### src/rtl/quicksort_ctrl_if.sv
// Bundle between the quicksort sequencer, its requester and the Lomuto partition stage.
// master = sequencer side, slave = requester/partition side.
interface quicksort_ctrl_if #(
  parameter int ARR_WIDTH = 4,
  parameter int DATA_W    = 4,
  parameter int IDX_W     = 2
);
  logic                        start;
  logic [ARR_WIDTH*DATA_W-1:0] array_in;
  logic                        busy;
  logic                        done;
  logic                        error;
  logic [ARR_WIDTH*DATA_W-1:0] array_out;
  logic                        part_start;
  logic [IDX_W-1:0]            part_lo;
  logic [IDX_W-1:0]            part_hi;
  logic [ARR_WIDTH*DATA_W-1:0] part_array;
  logic                        part_ready;
  logic [ARR_WIDTH*DATA_W-1:0] part_array_in;
  logic [IDX_W-1:0]            part_pivot_idx;

  modport master (
    input  start, array_in, part_ready, part_array_in, part_pivot_idx,
    output busy, done, error, array_out, part_start, part_lo, part_hi, part_array
  );

  modport slave (
    output start, array_in, part_ready, part_array_in, part_pivot_idx,
    input  busy, done, error, array_out, part_start, part_lo, part_hi, part_array
  );
endinterface

### src/rtl/quicksort_ctrl.sv
// Quicksort sequencer: owns the working array and a (lo, hi) range stack, drives one
// partition per range. Optional partition watchdog enabled by macro QS_PART_TIMEOUT_EN.
module quicksort_ctrl #(
  parameter int ARR_WIDTH   = 4,
  parameter int DATA_W      = 4,
  parameter int IDX_W       = 2,
  parameter int STACK_DEPTH = 4,
  parameter int TIMEOUT     = 255
) (
  input logic clock,
  input logic reset,
  quicksort_ctrl_if.master bus
);
  localparam int W    = ARR_WIDTH * DATA_W;
  localparam int SP_W = $clog2(STACK_DEPTH + 1);
  localparam int SA_W = $clog2(STACK_DEPTH);
  localparam int E_W  = IDX_W + 1;

  if (TIMEOUT < 1) begin : g_timeout_check
    $error("TIMEOUT must be at least 1");
  end

  typedef enum logic [2:0] {IDLE, INIT, POP, LAUNCH, WAIT, SPLIT, FINISH} state_t;

  state_t           state;
  logic [SP_W-1:0]  sp;
  logic [IDX_W-1:0] stk_lo [STACK_DEPTH];
  logic [IDX_W-1:0] stk_hi [STACK_DEPTH];
  logic [IDX_W-1:0] lo_r, hi_r, pivot;
  logic [IDX_W-1:0] pend_lo, pend_hi;
  logic [W-1:0]     arr;
  logic             busy_r, done_r, err_r, pstart_r;
  logic             split_ph;
`ifdef QS_PART_TIMEOUT_EN
  localparam int CNT_W = $clog2(TIMEOUT + 1);
  logic [CNT_W-1:0] cnt;
`endif

  logic [SA_W-1:0]  sp_top;
  logic [E_W-1:0]   lo_e, hi_e, p_e, left_len, right_len;
  logic             left_ok, right_ok, left_first;
  logic [IDX_W-1:0] left_hi, right_lo;
  logic             push_en, second, overflow;
  logic [IDX_W-1:0] push_lo, push_hi;

  assign sp_top = SA_W'(sp - 1'b1);

  // Sub-range selection; widened by one bit so p-1 / p+2 cannot wrap
  always_comb begin
    lo_e       = {1'b0, lo_r};
    hi_e       = {1'b0, hi_r};
    p_e        = {1'b0, pivot};
    left_len   = p_e - lo_e;
    right_len  = hi_e - p_e;
    left_ok    = (p_e >= lo_e + E_W'(2));
    right_ok   = (p_e + E_W'(2) <= hi_e);
    left_first = (left_len >= right_len);
    left_hi    = IDX_W'(p_e - E_W'(1));
    right_lo   = IDX_W'(p_e + E_W'(1));
  end

  always_comb begin
    push_en = 1'b0;
    push_lo = '0;
    push_hi = '0;
    second  = 1'b0;
    case (state)
      INIT: begin
        push_en = 1'b1;
        push_hi = IDX_W'(ARR_WIDTH - 1);
      end
      SPLIT: begin
        if (split_ph) begin
          push_en = 1'b1;
          push_lo = pend_lo;
          push_hi = pend_hi;
        end else if (left_ok && (!right_ok || left_first)) begin
          push_en = 1'b1;
          push_lo = lo_r;
          push_hi = left_hi;
          second  = right_ok;
        end else if (right_ok) begin
          push_en = 1'b1;
          push_lo = right_lo;
          push_hi = hi_r;
          second  = left_ok;
        end
      end
      default: ;
    endcase
  end

  assign overflow = push_en && (sp == SP_W'(STACK_DEPTH));

  // Stack storage carries no reset; the pointer alone defines validity
  always_ff @(posedge clock) begin
    if (push_en && !overflow) begin
      stk_lo[SA_W'(sp)] <= push_lo;
      stk_hi[SA_W'(sp)] <= push_hi;
    end
  end

  always_ff @(posedge clock or negedge reset) begin
    if (!reset) begin
      state    <= IDLE;
      sp       <= '0;
      lo_r     <= '0;
      hi_r     <= '0;
      pivot    <= '0;
      pend_lo  <= '0;
      pend_hi  <= '0;
      arr      <= '0;
      busy_r   <= 1'b0;
      done_r   <= 1'b0;
      err_r    <= 1'b0;
      pstart_r <= 1'b0;
      split_ph <= 1'b0;
`ifdef QS_PART_TIMEOUT_EN
      cnt      <= '0;
`endif
    end else begin
      pstart_r <= 1'b0;
      done_r   <= 1'b0;
      case (state)
        IDLE: begin
          if (bus.start) begin
            arr    <= bus.array_in;
            err_r  <= 1'b0;
            busy_r <= 1'b1;
            sp     <= '0;
            state  <= INIT;
          end
        end
        INIT, SPLIT: begin
          if (overflow) begin
            err_r  <= 1'b1;
            done_r <= 1'b1;
            busy_r <= 1'b0;
            state  <= FINISH;
          end else begin
            if (push_en) sp <= sp + 1'b1;
            if (second) begin
              split_ph <= 1'b1;
              pend_lo  <= left_first ? right_lo : lo_r;
              pend_hi  <= left_first ? hi_r : left_hi;
            end else begin
              split_ph <= 1'b0;
              state    <= POP;
            end
          end
        end
        POP: begin
          if (sp == '0) begin
            done_r <= 1'b1;
            busy_r <= 1'b0;
            state  <= FINISH;
          end else begin
            lo_r <= stk_lo[sp_top];
            hi_r <= stk_hi[sp_top];
            sp   <= sp - 1'b1;
            if (stk_lo[sp_top] < stk_hi[sp_top]) begin
              pstart_r <= 1'b1;
              state    <= LAUNCH;
            end
          end
        end
        LAUNCH: begin
`ifdef QS_PART_TIMEOUT_EN
          cnt   <= '0;
`endif
          state <= WAIT;
        end
        WAIT: begin
          if (bus.part_ready) begin
            arr      <= bus.part_array_in;
            pivot    <= bus.part_pivot_idx;
            split_ph <= 1'b0;
            state    <= SPLIT;
          end
`ifdef QS_PART_TIMEOUT_EN
          else if (cnt == CNT_W'(TIMEOUT - 1)) begin
            err_r  <= 1'b1;
            done_r <= 1'b1;
            busy_r <= 1'b0;
            state  <= FINISH;
          end else begin
            cnt <= cnt + 1'b1;
          end
`endif
        end
        FINISH: state <= IDLE;
        default: state <= IDLE;
      endcase
    end
  end

  assign bus.busy       = busy_r;
  assign bus.done       = done_r;
  assign bus.error      = err_r;
  assign bus.array_out  = arr;
  assign bus.part_array = arr;
  assign bus.part_start = pstart_r;
  assign bus.part_lo    = lo_r;
  assign bus.part_hi    = hi_r;
endmodule

### src/flat_wrapper.sv
// flat-port wrapper written by rule: the top's interface ports become plain ports
module quicksort_ctrl_flat 
#(
  parameter int ARR_WIDTH   = 4,
  parameter int DATA_W      = 4,
  parameter int IDX_W       = 2,
  parameter int STACK_DEPTH = 4,
  parameter int TIMEOUT     = 255
)
  (clock, reset, bus_start, bus_array_in, bus_part_ready, bus_part_array_in, bus_part_pivot_idx, bus_busy, bus_done, bus_error, bus_array_out, bus_part_start, bus_part_lo, bus_part_hi, bus_part_array);
  quicksort_ctrl_if #(.ARR_WIDTH(ARR_WIDTH), .DATA_W(DATA_W), .IDX_W(IDX_W)) bus_i ();
  input logic clock;
  input logic reset;
  input wire logic [$bits(bus_i.start)-1:0] bus_start;
  input wire logic [$bits(bus_i.array_in)-1:0] bus_array_in;
  input wire logic [$bits(bus_i.part_ready)-1:0] bus_part_ready;
  input wire logic [$bits(bus_i.part_array_in)-1:0] bus_part_array_in;
  input wire logic [$bits(bus_i.part_pivot_idx)-1:0] bus_part_pivot_idx;
  output wire logic [$bits(bus_i.busy)-1:0] bus_busy;
  output wire logic [$bits(bus_i.done)-1:0] bus_done;
  output wire logic [$bits(bus_i.error)-1:0] bus_error;
  output wire logic [$bits(bus_i.array_out)-1:0] bus_array_out;
  output wire logic [$bits(bus_i.part_start)-1:0] bus_part_start;
  output wire logic [$bits(bus_i.part_lo)-1:0] bus_part_lo;
  output wire logic [$bits(bus_i.part_hi)-1:0] bus_part_hi;
  output wire logic [$bits(bus_i.part_array)-1:0] bus_part_array;
  assign bus_i.start = bus_start;
  assign bus_i.array_in = bus_array_in;
  assign bus_i.part_ready = bus_part_ready;
  assign bus_i.part_array_in = bus_part_array_in;
  assign bus_i.part_pivot_idx = bus_part_pivot_idx;
  assign bus_busy = bus_i.busy;
  assign bus_done = bus_i.done;
  assign bus_error = bus_i.error;
  assign bus_array_out = bus_i.array_out;
  assign bus_part_start = bus_i.part_start;
  assign bus_part_lo = bus_i.part_lo;
  assign bus_part_hi = bus_i.part_hi;
  assign bus_part_array = bus_i.part_array;
  quicksort_ctrl #(.ARR_WIDTH(ARR_WIDTH), .DATA_W(DATA_W), .IDX_W(IDX_W), .STACK_DEPTH(STACK_DEPTH), .TIMEOUT(TIMEOUT)) u_core (.clock(clock), .reset(reset), .bus(bus_i));
endmodule
### config.mk
export PLATFORM = sky130hd
export DESIGN_NAME = quicksort_ctrl_flat
export DESIGN_NICKNAME = d
export VERILOG_FILES = /design/src/rtl/quicksort_ctrl_if.sv /design/src/rtl/quicksort_ctrl.sv /design/src/flat_wrapper.sv
export SDC_FILE = /design/constraint.sdc
export NUM_CORES = 1
export LEC_CHECK = 0
export ABC_AREA = 1
export CELL_PAD_IN_SITES_DETAIL_PLACEMENT = 1
export CELL_PAD_IN_SITES_GLOBAL_PLACEMENT = 1
export CORE_UTILIZATION = 39
export DETAILED_ROUTE_END_ITERATION = 8
export HOLD_SLACK_MARGIN = 0.1
export PLACE_DENSITY_LB_ADDON = 0.1
export SETUP_SLACK_MARGIN = 0.05
export SLEW_MARGIN = 40
export SYNTH_ARGS = -nofsm -noshare
export SYNTH_HDL_FRONTEND = slang
export SYNTH_SLANG_ARGS = --single-unit
### constraint.sdc
create_clock -name clock -period 6.09 [get_ports clock]
set_clock_uncertainty 0.1 [all_clocks]
set_input_delay 0.609 -clock clock [delete_from_list [all_inputs] [get_ports clock]]
set_output_delay 0.609 -clock clock [all_outputs]
set_load 0.03 [all_outputs]
# Word level (Yosys, flattened, before mapping)
# Memories as Yosys holds them, arrays and structs flattened.
# Index checks and enable logic that the tools add are counted.
# Widths: inputs -> output; s select.
[totals]
regBits = 37
mem_bits_rw = 16
inputBits = 38
out_inout_bits = 40
wordCells = 118
mem_count = 2
[mem_list]
columns = ["memory", "depth", "word_bits", "rd", "rd_ports_with_merged_regs", "wr", "line_no", "rtl"]
rows = [
  ["u_core.stk_hi", 4, 2, 1, 0, 1, "quicksort_ctrl.sv:28", "logic [IDX_W-1:0] stk_hi [STACK_DEPTH];"],
  ["u_core.stk_lo", 4, 2, 1, 0, 1, "quicksort_ctrl.sv:27", "logic [IDX_W-1:0] stk_lo [STACK_DEPTH];"],
]
[op_classes]
addsub = 8
n_lt_le_gt_ge = 4
n_eq_ne = 15
mux = 52
bitwise = 2
n_reduce_logical = 22
[op_table]
columns = ["op", "count"]
rows = [
  ["$mux 16", 2],
  ["$pmux 16 s2", 1],
  ["$mux 3", 10],
  ["$mux 1", 22],
  ["$mux 2", 9],
  ["$pmux 3 s5", 1],
  ["$reduce_and 3->1", 4],
  ["$eq 3x3->1 const B", 3],
  ["$pmux 3 s3", 1],
  ["$ne 2x2->1 const B", 4],
  ["$pmux 1 s2", 4],
  ["$reduce_and 4->1", 2],
  ["$add 2x2->3 const B", 2],
  ["$eq 3x2->1 const B", 2],
  ["$logic_not 3->1", 2],
  ["$ne 2x1->1 const B", 3],
  ["$reduce_bool 2->1", 3],
  ["$sub 2x2->3", 2],
  ["$reduce_and 5->1", 1],
  ["$pmux 2 s2", 1],
  ["$reduce_and 2->1", 2],
  ["$add 3x1->3 const B", 1],
  ["$eq 3x1->1 const B", 1],
  ["$ge 2x3->1", 1],
  ["15 further kinds", 19],
]

# Longest topological paths before layout
[logic_depth]
ltp_word = 13
depth_mapped = 13
ltp_nobuf = 12

# Least setup slack after synthesis
# OpenSTA, ideal clock, no wires.
[synth_timing]
path_kind = "register -> register"
from = "reg u_core.lo_r[0], in the netlist u_core.bus.part_lo[0], read port of u_core.stk_lo"
to = "mem u_core.stk_lo[0][1], data pin"
setup_time_ns = 0.271
arrival_ns = 2.435
required_time_ns = 5.719
slack_ns = 3.283
stages_incl_launch_ff = 12
path_buffers = 0
synth_period_minus_slack_ns = 2.807
cell_sequence = "dfrtp_1 > ha_1 > fa_1 > inv_1 > ha_1 > nand3_1 > nand3_2 > or2_1 > nand2_1 > nand2_1 > o21ai_0 > o21ai_1"
[synth_between]
elab_chain_cells = 7
word_cells_on_any_way = 9
cone_classes = "add/sub (2); order compare (2); mux (3); reduce/logical (2)"
[synth_rtl]
columns = ["item", "line_no", "rtl"]
rows = [
  ["start: declaration", "quicksort_ctrl.sv:29", "logic [IDX_W-1:0] lo_r, hi_r, pivot;"],
  ["$sub 2x2->3", "quicksort_ctrl.sv:53", "left_len = p_e - lo_e;"],
  ["$ge 3x3->1", "quicksort_ctrl.sv:57", "left_first = (left_len >= right_len);"],
  ["$logic_or 1x1->1", "quicksort_ctrl.sv:77", "end else if (left_ok && (!right_ok || left_first)) begin"],
  ["$logic_and 1x1->1 *", "quicksort_ctrl.sv:77", ""],
  ["$mux 2 *", "quicksort_ctrl.sv:77", ""],
  ["$mux 2 *", "quicksort_ctrl.sv:73", "if (split_ph) begin"],
  ["$mux 2 *", "quicksort_ctrl.sv:67", "case (state)"],
  ["named net u_core.push_lo[1]", "quicksort_ctrl.sv:44", "logic [IDX_W-1:0] push_lo, push_hi;"],
  ["end: declaration", "quicksort_ctrl.sv:27", ""],
]
# Mark *: on every way through the listed nets, which the timed path passes. The rest lies on a longest branch.

# Final worst setup path
[layout_timing]
from = "reg u_core.pivot[0]"
to = "mem u_core.stk_lo[1][0], data pin"
[layout_between]
elab_chain_cells = 8
word_cells_on_any_way = 14
cone_classes = "add/sub (4); order compare (3); mux (4); reduce/logical (3)"
[layout_rtl]
columns = ["item", "line_no", "rtl"]
rows = [
  ["start: declaration", "quicksort_ctrl.sv:29", ""],
  ["start signal: assignment", "quicksort_ctrl.sv:176", "pivot <= bus.part_pivot_idx;"],
  ["$add 2x2->3", "quicksort_ctrl.sv:56", "right_ok = (p_e + E_W'(2) <= hi_e);"],
  ["$le 3x2->1", "quicksort_ctrl.sv:56", ""],
  ["$logic_not 1->1", "quicksort_ctrl.sv:77", ""],
  ["$logic_or 1x1->1", "quicksort_ctrl.sv:77", ""],
  ["$logic_and 1x1->1", "quicksort_ctrl.sv:77", ""],
  ["$mux 2 *", "quicksort_ctrl.sv:77", ""],
  ["$mux 2 *", "quicksort_ctrl.sv:73", ""],
  ["$mux 2 *", "quicksort_ctrl.sv:67", ""],
  ["named net u_core.push_lo[0]", "quicksort_ctrl.sv:44", ""],
]
# Marked as above.

==> flow_summary.ini <==
[hold_path]
worstHoldPathType = input port to asynchronous set/reset pin

[die]
design.die.area_sq_um = 8400
rows = 32
top_level_ports = 78
core_area_sq_um = 7770
die_height_microns = 91.6
start_util_pct = 40.4
die-width_microns = 91.6

[global_routing]
grt_start_max_net_pins = 38
grt_overflow_total = 0
grt_first_pass_wirelength_microns = 13400
grt_pass1_vias = 2701
groute.usage.overall_pct = 20.4
antenna_found_initial = 0

[finish]
final_layout_size_suffix_gt1_share_pct = 8.88
filler_cell_count = 936
antenna_cells_inserted = 0
area_growth_syn_to_layout_pct = 26.3
nNetsFinal = 483

[critical_path]
required_time_reported_for_the_critical_path_endpoint_ns = 6.08
worst-path-max-fanout = 9
startpoint_type = register
worst_ep_arrival_time_ns = 3.03
slowest_delay_ns = 0.51
criticalPathCategory = register to register
path_delay_family = adder cells
critPathLaunch = u_core.pivot[0]$_DFFE_PN0P_
critPathSlowestCell = fa_1
cp-end-kind = register
reg2reg_from = u_core.pivot[0]$_DFFE_PN0P_
critical_path_buf_inv_count = 2
worstPathCellList = inv_1 -> ha_1 -> fa_1 -> inv_1 -> ha_1 -> nand3_1 -> nand3_2 -> or2_1 -> nand2_1 -> nand3_1 -> a31oi_1

[clock_tree]
cts.htree.levels = 2
ctsResizeCount = 0
cts_num_sinks = 53
tritoncts = built
ctsLongestPathBuffers = 2
worst_skew_pair.late_latency_ns = 0.31
master_cell_of_the_clock_root_buffer = clkbuf_8
post_cts.repair.setup_buffers = 0
cts.reportedPaths.clkPinSlew_ns = 0.10
numCtsBuffers = 5
cts_hold_repair.buffers = 0

[synth]
synth-xor-area-share_pct = 0.838
synth_fa_ha_area_share_pct = 7.66
synth_top_family_by_area = simple AND/OR/NAND/NOR gates
yosys_warnings = 0
synth.lib_cells_used.distinct = 32
synth-edff-count = 16
syn_area_sq_um = 3130
ys_async_sr_fraction_pct = 69.8
synth-simple-area-share_pct = 27.1
synth_compound_gate_area_share_pct = 9.38
sequential_share_of_the_synthesized_area_pct = 44.9
muxShareOfSynthArea_pct = 0
synthCells = 367
mappedNetlistNets = 423
synth_seq_cells = 53
synth_top_flop_cell = dfrtp_1
synthesis.area_per_instance_sq_um = 8.54

[sta]
timing.setup.tns_ns = 0
report.final.setup_viol = 0
worst_slew_margin_rel_pct = 47.3
hold_violations = 0
tightest_slew_ns = 0.790
fmaxAchievable_mhz = 330
fin_crit_sh_pct = 49.8
slew_viol_final = 0
hold_slack_ns = 0.161
unrepaired_setup_endpoints_after_global_routing = no
min_period_ns = 3.03

[route]
detail-route-antenna-nets = 0
first_pass_iters = 4
viasPerCell = 4.96
initialDrtViolationCount = 107
via_count = 2631
routed_wl_microns = 8170
drcViolationCount = 0
routedWlPerCell_microns = 15.4

[placement]
count_of_port_buffers_added_during_placement = 77
post-dp-hpwl_microns = 6170
gpl.final_weighted_congestion = 0.832

[power]
power.total_uw = 2300
powerDensity_nw_per_um2 = 581
p_leak_uw = 0.00179
vdd.ir_drop.worst_mv = 0.230

[job]
drv_cap = 0

[status]
run_status = complete, no violations
[per-stage QoR]
step	instances	utilization [%]	instance area [sq um]	setup slack [ns]
6_report	530	51.0	3960	3.06
5_1_grt	530	51.0	3960	2.84
4_1_cts	530	51.0	3960	3.04
3_5_place_dp	522	49.8	3870	3.06
3_3_place_gp	522	49.7	3860	3.20
2_1_floorplan	367	-	3130	3.28
[registers in the layout, indices dropped and copies added (netlist names)]
register               cells
u_core.bus.error           1
u_core.pend_hi             2
u_core.bus.part_lo         2
u_core.state               3
u_core.bus.busy            1
u_core.bus.done            1
u_core.pend_lo             2
u_core.bus.part_hi         2
u_core.sp                  3
u_core.stk_hi              8
u_core.stk_lo              8
u_core.bus.array_out      16
u_core.bus.part_start      1
u_core.split_ph            1
u_core.pivot               2
[synthesized netlist by cell type, drive strengths merged, types with 2 or more instances]
master / n / area share, %
dfrtp: 37 / 30
o21ai: 19 / 3.2
nor2: 40 / 5.9
edfxtp: 16 / 15
nand3: 39 / 7.5
inv: 39 / 4.7
o22ai: 2 / 0.40
fa: 2 / 1.3
a31oi: 17 / 3.4
or2: 2 / 0.40
ha: 16 / 6.4
xnor2: 2 / 0.56
buf: 24 / 5.3
a21oi: 11 / 2.1
nand2: 95 / 12
[layer usage]
metal,GRT usage [%],part of all wire [%],vias to the layer above
met5,0,0,-
met4,5.56,1.3,0
met3,2.57,2.5,10
met2,37.0,51,47
met1,25.6,46,1269
li1,-,-,1305
[worst reg2reg max path, stage by stage, from the launching register on]
cell and delay (ns):
dfrtp_1 0.45, inv_1 0.12, ha_1 0.23, fa_1 0.51
inv_1 0.04, ha_1 0.30, nand3_1 0.10, nand3_2 0.16
or2_1 0.30, nand2_1 0.15, nand3_1 0.09, a31oi_1 0.27
[layout by cell type, fill, tap and decap left out, types with 4 or more instances in the layout]
cell	netlist	layout
nand3_1	34	34
o21ai_1	8	8
inv_1	30	30
dfrtp_1	37	37
o21ai_0	10	10
edfxtp_1	16	16
inv_2	9	9
nor2_4	4	4
a31oi_1	17	17
clkbuf_8	0	6
clkdlybuf4s50_1	0	76
a21oi_1	10	10
nand2_1	89	89
ha_1	16	16
nor2_1	34	34
[report_power, final]
| part | internal [uW] | total [uW] | leakage, uW | switching (uW) |
|---|---|---|---|---|
| Combinational | 534 | 1450 | 0.00114 | 921 |
| Sequential | 503 | 631 | 0.000599 | 128 |
| Clock | 93.2 | 214 | 0.0000488 | 121 |
[kinds of logic after synthesis]
kind of cell    count (synthesis)
simple gates                  179
fa+ha+maj                      18
compound gates                 50
xor+xnor                        3
flops                          53
buf+inv                        64
[layout make-up]
type | instances | area [sq um] | area share (%)
Timing Repair Buffer | 78 | 776 | 19.6
Clock inverter | 1 | 6.26 | 0.158
Multi-Input combinational cell | 250 | 1410 | 35.6
Sequential cell | 53 | 1410 | 35.5
Tap cell | 102 | 128 | 3.22
Clock buffer | 7 | 86.3 | 2.18
Inverter | 39 | 146 | 3.70
[path summary, 6_finish.rpt]
| kind | end | slack (ns) | depth (start not counted) |
|---|---|---|---|
| min in group clock | u_core.bus.busy$_DFFE_PN0P_ | 0.40 | 2 |
| max in group asynchronous | u_core.bus.part_hi[0]$_DFFE_PN0P_ | 5.37 | 1 |
| setup / recovery | u_core.stk_lo[1][0]$_DFFE_PP_ | 3.06 | 11 |
| hold reg to reg | u_core.bus.busy$_DFFE_PN0P_ | 0.40 | 2 |
| hold / removal | u_core.bus.part_start$_DFF_PN0_ | 0.16 | 1 |
| setup reg to reg | u_core.stk_lo[1][0]$_DFFE_PP_ | 3.06 | 11 |
Power figures use the tool's default switching activity.
